$ cat config.mk
export PLATFORM = sky130hd
export DESIGN_NAME = regfile_wb_arbiter
export DESIGN_NICKNAME = d
export VERILOG_FILES = /design/src/rtl/regfile_wb_arbiter.sv
export SDC_FILE = /design/constraint.sdc
export NUM_CORES = 1
export LEC_CHECK = 0
export BUFFER_PORTS_ARGS = -buffer_cell sky130_fd_sc_hd__buf_2
export CAP_MARGIN = 20
export CORE_MARGIN = 8
export CORE_UTILIZATION = 35
export CTS_BUF_LIST = sky130_fd_sc_hd__clkbuf_4 sky130_fd_sc_hd__clkbuf_8
export CTS_CLUSTER_DIAMETER = 60
export CTS_CLUSTER_SIZE = 10
export DETAILED_ROUTE_END_ITERATION = 12
export GPL_ROUTABILITY_DRIVEN = 1
export SETUP_SLACK_MARGIN = 0.1
export SLEW_MARGIN = 20
export SYNTH_ARGS = -nofsm -noshare
export SYNTH_HDL_FRONTEND = slang
export SYNTH_SLANG_ARGS = --single-unit
$ cat constraint.sdc
create_clock -name clk -period 4.5 [get_ports clk]
set_input_delay 0.225 -clock clk [delete_from_list [all_inputs] [get_ports clk]]
set_output_delay 0.225 -clock clk [all_outputs]
set_load 0.01 [all_outputs]
$ cat src/rtl/regfile_wb_arbiter.sv
// Purpose : shares the register-file write port between the in-order WB stage
//           and buffered multiply/divide results, and tracks pending MDU
//           destinations.
// Latency : an MDU result accepted in cycle N reaches the write port no
//           earlier than N+1. A WB write reaches the port in its own cycle
//           unless the block is in FORCE.
// Backpr. : mdu_ready = !full, independent of a same-cycle pop. pipe_stall is
//           held high for the one cycle in which a forced drain takes the port.
//
// Ports:
//   clk, rst                         clock and synchronous active-high reset
//   pipe_wb_valid/pipe_rd/pipe_wb_data  WB stage register write (rd 0 = none)
//   pipe_stall                       hold the WB stage this cycle
//   mdu_issue/mdu_issue_rd           MDU op issued; marks rd pending
//   mdu_valid/mdu_ready/mdu_rd/mdu_data  MDU result handshake
//   RegWrite/rd/write_data           register-file write port
//   pending                          bit i set: xi awaits an MDU result
module regfile_wb_arbiter #(
  parameter int XLEN         = 32,
  parameter int FIFO_DEPTH   = 2,
  parameter int STARVE_LIMIT = 4
) (
  input  logic            clk,
  input  logic            rst,
  input  logic            pipe_wb_valid,
  input  logic [4:0]      pipe_rd,
  input  logic [XLEN-1:0] pipe_wb_data,
  output logic            pipe_stall,
  input  logic            mdu_issue,
  input  logic [4:0]      mdu_issue_rd,
  input  logic            mdu_valid,
  output logic            mdu_ready,
  input  logic [4:0]      mdu_rd,
  input  logic [XLEN-1:0] mdu_data,
  output logic            RegWrite,
  output logic [4:0]      rd,
  output logic [XLEN-1:0] write_data,
  output logic [31:0]     pending
);

  localparam int PW = (FIFO_DEPTH > 1) ? $clog2(FIFO_DEPTH) : 1;
  localparam int CW = $clog2(FIFO_DEPTH + 1);
  localparam int SW = $clog2(STARVE_LIMIT + 1);

  typedef enum logic [1:0] {
    IDLE  = 2'd0,
    WAIT  = 2'd1,
    FORCE = 2'd2
  } state_t;

  state_t state, state_nxt;

  // ---------------------------------------------------------------------------
  // Result buffer: circular storage, pointers wrap naturally (power-of-two
  // depth), occupancy count separates full from empty.
  // ---------------------------------------------------------------------------
  logic [4:0]      fifo_rd   [FIFO_DEPTH];
  logic [XLEN-1:0] fifo_data [FIFO_DEPTH];
  logic [PW-1:0]   wr_ptr;
  logic [PW-1:0]   rd_ptr;
  logic [CW-1:0]   count;
  logic [CW-1:0]   count_nxt;

  logic            full;
  logic            empty;
  logic            push;
  logic            pop;
  logic [4:0]      head_rd;
  logic [XLEN-1:0] head_data;

  logic [SW-1:0]   starve_cnt;
  logic [SW-1:0]   starve_nxt;
  logic [31:0]     pending_nxt;

  logic            pipe_real;
  logic            head_win;
  logic            pipe_win;

  assign full      = (count == CW'(FIFO_DEPTH));
  assign empty     = (count == '0);
  assign mdu_ready = !full;
  assign push      = mdu_valid && !full;
  assign head_rd   = fifo_rd[rd_ptr];
  assign head_data = fifo_data[rd_ptr];

  // A WB write to x0 is not a write at all and leaves the slot free.
  assign pipe_real = pipe_wb_valid && (pipe_rd != 5'd0);

  // ---------------------------------------------------------------------------
  // Arbitration: a forced drain beats the pipe, the pipe beats the buffer.
  // ---------------------------------------------------------------------------
  always_comb begin
    head_win = 1'b0;
    pipe_win = 1'b0;
    if (state == FORCE) begin
      head_win = !empty;
    end else if (pipe_real) begin
      pipe_win = 1'b1;
    end else if (!empty) begin
      head_win = 1'b1;
    end
  end

  assign pop       = head_win;
  assign count_nxt = count + CW'(push) - CW'(pop);

  // Write port. Results destined for x0 still pop, but never assert RegWrite.
  always_comb begin
    RegWrite   = 1'b0;
    rd         = 5'd0;
    write_data = '0;
    if (!rst) begin
      if (head_win) begin
        RegWrite   = (head_rd != 5'd0);
        rd         = head_rd;
        write_data = head_data;
      end else if (pipe_win) begin
        RegWrite   = 1'b1;
        rd         = pipe_rd;
        write_data = pipe_wb_data;
      end
    end
  end

  // Stall is a decode of the registered state, so it is glitch-free and known
  // at the start of the cycle.
  assign pipe_stall = (state == FORCE);

  // ---------------------------------------------------------------------------
  // Starvation FSM
  // ---------------------------------------------------------------------------
  always_comb begin
    state_nxt  = state;
    starve_nxt = starve_cnt;
    case (state)
      IDLE: begin
        starve_nxt = '0;
        if (push) begin
          state_nxt = WAIT;
        end
      end
      WAIT: begin
        if (pop) begin
          starve_nxt = '0;
          if (count_nxt == '0) begin
            state_nxt = IDLE;
          end
        end else if (pipe_win && !empty) begin
          // The increment that would reach the limit goes straight to FORCE;
          // the stored count therefore never exceeds STARVE_LIMIT-1.
          if ((starve_cnt + SW'(1)) == SW'(STARVE_LIMIT)) begin
            state_nxt  = FORCE;
            starve_nxt = '0;
          end else begin
            starve_nxt = starve_cnt + SW'(1);
          end
        end
      end
      FORCE: begin
        starve_nxt = '0;
        state_nxt  = (count_nxt != '0) ? WAIT : IDLE;
      end
      default: begin
        state_nxt  = IDLE;
        starve_nxt = '0;
      end
    endcase
  end

  // ---------------------------------------------------------------------------
  // Pending scoreboard: a same-cycle issue to the retiring register wins, so
  // the set is applied after the clear.
  // ---------------------------------------------------------------------------
  always_comb begin
    pending_nxt = pending;
    if (pop && (head_rd != 5'd0)) begin
      pending_nxt[head_rd] = 1'b0;
    end
    if (mdu_issue && (mdu_issue_rd != 5'd0)) begin
      pending_nxt[mdu_issue_rd] = 1'b1;
    end
    pending_nxt[0] = 1'b0;
  end

  // ---------------------------------------------------------------------------
  // State registers
  // ---------------------------------------------------------------------------
  always_ff @(posedge clk) begin
    if (rst) begin
      state      <= IDLE;
      starve_cnt <= '0;
      wr_ptr     <= '0;
      rd_ptr     <= '0;
      count      <= '0;
      pending    <= '0;
    end else begin
      state      <= state_nxt;
      starve_cnt <= starve_nxt;
      count      <= count_nxt;
      pending    <= pending_nxt;
      if (push) begin
        wr_ptr <= wr_ptr + PW'(1);
      end
      if (pop) begin
        rd_ptr <= rd_ptr + PW'(1);
      end
    end
  end

  // Storage needs no reset: an entry is only ever read after being written.
  always_ff @(posedge clk) begin
    if (!rst && push) begin
      fifo_rd[wr_ptr]   <= mdu_rd;
      fifo_data[wr_ptr] <= mdu_data;
    end
  end

endmodule

Word level (Yosys, flattened, before mapping). Memories as Yosys holds them, arrays and structs flattened. A register that Yosys moved wholly into a read port is not among the register bits. Index checks and enable logic that the tools add are counted.

Flip-flop bits (word level): 41. Latch bits: 0. Memory bits (writable): 74. Memory bits (read-only): 0. Input port bits: 84. Output and inout bits: 72. Word-level logic and storage cells: 84. Memories: 2.

Memories: fifo_data (words 2, width 32, read ports 1, clocked after memory_dff 1, wr ports 1, RTL line 58) `logic [XLEN-1:0] fifo_data [FIFO_DEPTH];`; fifo_rd (words 2, width 5, read ports 1, clocked after memory_dff 1, wr ports 1, RTL line 57) `logic [4:0] fifo_rd [FIFO_DEPTH];`.

Add/sub/neg operators: 5. Multipliers: 0. Divide/modulo/power cells: 0. Magnitude comparators: 4. Eq/ne operators: 8. Shift operators: 0. Mux-type cells: 34. Bitwise gates (word level): 4. Reductions and logical operators: 20.

Operators with widths (count): two-way mux 32 bit (5); bitwise AND 32 bit (1); inverter 32 bit (1); bitwise OR 32 bit (1); two-way mux 1 bit (17); two-way mux 5 bit (3); nonzero test 5 bit (3); < comparator 5 x 6 -> 1 bit, second input constant (2); demux 1 bit (select 5 bit) (2); >= comparator 5 x 1 -> 1 bit, second input constant (2); two-way mux 2 bit (5); != test 3 bit, second input constant (3); logical AND 1 bit (8); logical NOT 2 bit (3); case mux 2 bit (3 select lines) (1); equality test 2 bit, second input constant (2); AND reduction 4 bit (1); adder 3 x 1 -> 3 bit, second input constant (1); equality test 3 bit, second input constant (1); logical NOT 1 bit (3); two-way mux 3 bit (1); OR reduction 3 bit (1); adder 1 bit, second input constant (2); adder 2 x 1 -> 2 bit (1); 5 further kinds (5).

Depth between registers and ports, before layout.
Word-level depth: 9. Mapped depth: 10.

Worst setup path after synthesis. Ideal clock, no wire load.

Path kind: reg2reg. Start point: reg count[0]. End point: mem fifo_data[1][0] (enable). Setup time: 0.485 ns. Arrival time: 3.490 ns. Required time: 4.015 ns. Setup slack: 0.525 ns. Stages on the path, launching flop included: 4. Buffers on the path: 0. Period minus slack after synthesis: 3.975 ns. Cell sequence: dfxtp_1 > nand2b_1 > nand2_1 > nor3b_1.

Longest elaborated chain between the ends: 6.

Ends and longest elaborated chain: start: declaration (RTL line 61) `logic [CW-1:0] count;`; start signal: assignment (RTL line 199) `count <= count_nxt;`; equality test 2 bit (RTL line 79) `assign full = (count == CW'(FIFO_DEPTH));`; logical NOT 1 bit; via mdu_ready (RTL line 32) `output logic mdu_ready,`; logical AND 1 bit (RTL line 82) `assign push = mdu_valid && !full;`; logical AND 1 bit (RTL line 212) `if (!rst && push) begin`; two-way mux 1 bit (RTL line 212); two-way mux 1 bit (implied by the code) (RTL line 214) `fifo_data[wr_ptr] <= mdu_data;`; end: declaration (RTL line 58).

The timed path passes the listed nets, and every way through them passes these cells.

==> qor.yml <==
initial_core_util_pct: 35.6
ioPinCount: 156
coreArea_um2: 14500
required_ns: 4.28
max_cap_viol_count: 0
synth_fp_nets: 551
syn_area_per_cell_um2: 11.1
rrSetupSlack_ns: 2.08
slew_viol_final: 0
filler_cell_count: 1363
hold_class: "primary input to register"
post-place-ws_ns: 1.99
drt_iter0_markers: 310
grt.overflow.total: 0
final_hold_viol_count: 0
regArea_um2: 3040
grt_use_met1_pct: 19.6
leakagePower_nw: 2.68
synth_commonest_cells: "edfxtp_1 (74), nor2_1 (59), dfxtp_1 (41)"
tns_ns: 0
dr.pass1.iters: 5
layout-drive-gt1-share_pct: 35.4
grt_usage_pct: 16.2
cts_resized: 0
synth.most_common_cell: "edfxtp_1"
portBuffers: 154
clock-sinks: 115
combPwrFrac_pct: 26.7
power.net_switching_mw: 0.992
dp_hpwl_um: 10500
tightest_slew_ns: 1.02
outcome: "completed"
ys_types: 45
wl_per_cell_um: 17.4
finalSetupViolCount: 0
critical_path_buf_inv_count: 1
cts_hold_buf: 37
cp-start-kind: "register"
crit_fanout: 48
yosys.area.top_type_share_pct: 43.2
grt_antenna_before_repair: 1
rsz0062_at_grt: "no"
postSynthCellCount: 464
grt_pass1_wl_um: 23300
grt-busiest-layer: "met2"
drc: 0
globalplace.congestion: 0.833
die-area_um2: 18800
crit_path_top_delay_cell: "dfxtp_2"
path_class: "register to output port"
cp-end-kind: "output port"
die_y_um: 137
arrival_ns: 2.74
power_frac_seq_pct: 44.2
synth_area_leader_cell: "edfxtp_1"
r2r_cells: 5
synth-seq-area-share_pct: 59.1
totalWireLength_um: 14800
p_clk_share_pct: 29.2
finalCritPeriodShare_pct: 66.0
p_per_area_nw_per_um2: 440
dieWidth_um: 137
rr_endpoint: "pending[31]"
cpPeakStageDelay_ns: 1.01
clkTransAtPathRegs_ns: 0.07
grt_pass1_vias: 4638
use_met3_pct: 6.16
h-tree-depth: 4
endpoint: "rd[4]"
switching_share_pct: 33.0
path_cells: "mux2_2, and2_1, nand2_1, a21oi_1, buf_2"
crit_cells: 5
cts_inserted_buffers: 17
fmax_mhz: 337
ys_ff_latch: 115
grt_util_met2_pct: 25.6
fin_skew_ns: 0.00968
min_period_ns: 2.97
syn_area_um2: 5150
cts_tree: "built"
clockBufferDepth: 2
postCtsSetupBuffers: 0
vias: 4416
ys_warn_count: 0
clk_latency_ns: 0.44
setup_ws_ns: 1.53
multi_input_area_um2: 1990
via_per_inst: 5.18
synth_area_leaders: "edfxtp_1 (43%), dfxtp_1 (16%), mux2_2 (7.4%), a22oi_1 (5.1%), nor2_1 (4.3%)"
slew_headroom_pct: 31.8
row_count: 44
layout.nets: 741
synth_edf_count: 74
crit_family: "flip-flops"
antenna_left: 0
utilization_pct: 47.2
syn_to_final_growth_pct: 32.8
grt_max_degree: 53
vdd_drop_max_uv: 292
yosys_most_used_dff: "edfxtp_1"
cts-root-buf: "clkbuf_8"
internal_power_mw: 2.01
power_mw: 3.00
async_reset_ff_share_pct: 0
-- worst min path at each step --
| stage | startpoint | end | slack, ns | cells after the start |
|---|---|---|---|---|
| after floorplan | mdu_data[0] | fifo_data[0][0] | 0.32 | 0 |
| after global placement | mdu_data[5] | fifo_data[0][5] | 0.41 | 1 |
| after detailed placement | mdu_data[5] | fifo_data[0][5] | 0.42 | 1 |
| after CTS | pipe_wb_valid | state[1] | 0.04 | 2 |
| after global routing | pipe_wb_valid | state[1] | 0.06 | 2 |
| final | pipe_wb_valid | state[1] | 0.07 | 2 |
-- flip-flops by register name (all words and copies together) (netlist names), named ones only --
| register | cells |
|---|---|
| count | 2 |
| fifo_data | 64 |
| fifo_rd | 10 |
| pending | 31 |
| rd_ptr | 1 |
| starve_cnt | 3 |
| state | 2 |
| wr_ptr | 1 |
-- layout by cell type, fill, tap and decap left out, types with 4 or more instances in the layout --
cell           synthesis  layout
buf_2                  4     154
edfxtp_1              74      74
nor2_1                59      58
dfxtp_1               41      40
dlygate4sd3_1          0      37
a22oi_1               35      35
mux2_2                34      34
nand2_1               33      33
a21oi_1               33      33
o21ai_0               31      31
clkbuf_8               0      17
nand3_1               13      13
nand2b_1              10      10
nor2b_1               10      10
o31ai_1                7       7
nor3_1                 7       6
inv_1                  5       5
buf_4                  1       5
clkinv_2               0       4
clkinvlp_4             0       4
-- metrics by stage --
stage | hold WS, ns | area, µm² | cells
floorplan | 0.324 | 5150 | 464
global placement | 0.415 | 6090 | 782
detailed placement | 0.417 | 6090 | 782
CTS | 0.0430 | 6830 | 851
global route | 0.0557 | 6830 | 851
finish | 0.0720 | 6830 | 852
-- power by group through the flow --
stage | combinational (mW) | clock [mW] | sequential (mW)
floorplan | 0.581 | 0 | 1.29
global placement | 0.765 | 0 | 1.35
detailed placement | 0.776 | 0 | 1.35
CTS | 0.806 | 0.899 | 1.33
global route | 0.885 | 0.948 | 1.35
finish | 0.801 | 0.876 | 1.33
-- routing by layer --
| metal | wire, µm | up-vias | share of wire (%) |
|---|---|---|---|
| li1 | - | 2107 | - |
| met1 | 6470 | 2091 | 44 |
| met2 | 6760 | 193 | 46 |
| met3 | 1310 | 23 | 8.9 |
| met4 | 224 | 2 | 1.5 |
| met5 | 13 | - | 0.088 |
-- cells by family (layout without fill, tap and decap cells) --
kind of cell	after synthesis	in the layout	share of synthesized area [%]
xor gates and xnor gates	6	6	1.02
and+or+nand+nor	152	152	14.0
buffers and inverters	30	233	2.50
muxes	35	35	7.63
AOI/OAI and AO/OA	122	122	15.0
other	1	2	0.0729
DFF	115	115	59.1
adders and majority gates	3	3	0.729
-- layout make-up --
cell class,instances,share of cell area (%)
clock buffers,17,3.42
clock inverters,15,1.94
flip-flops and latches,115,44.5
inverters,5,0.275
repair buffers,196,17.2
multi-input cells,319,29.2
well taps,184,3.37
diodes,1,0.0366
No activity file was read; power rests on OpenSTA's default activity.
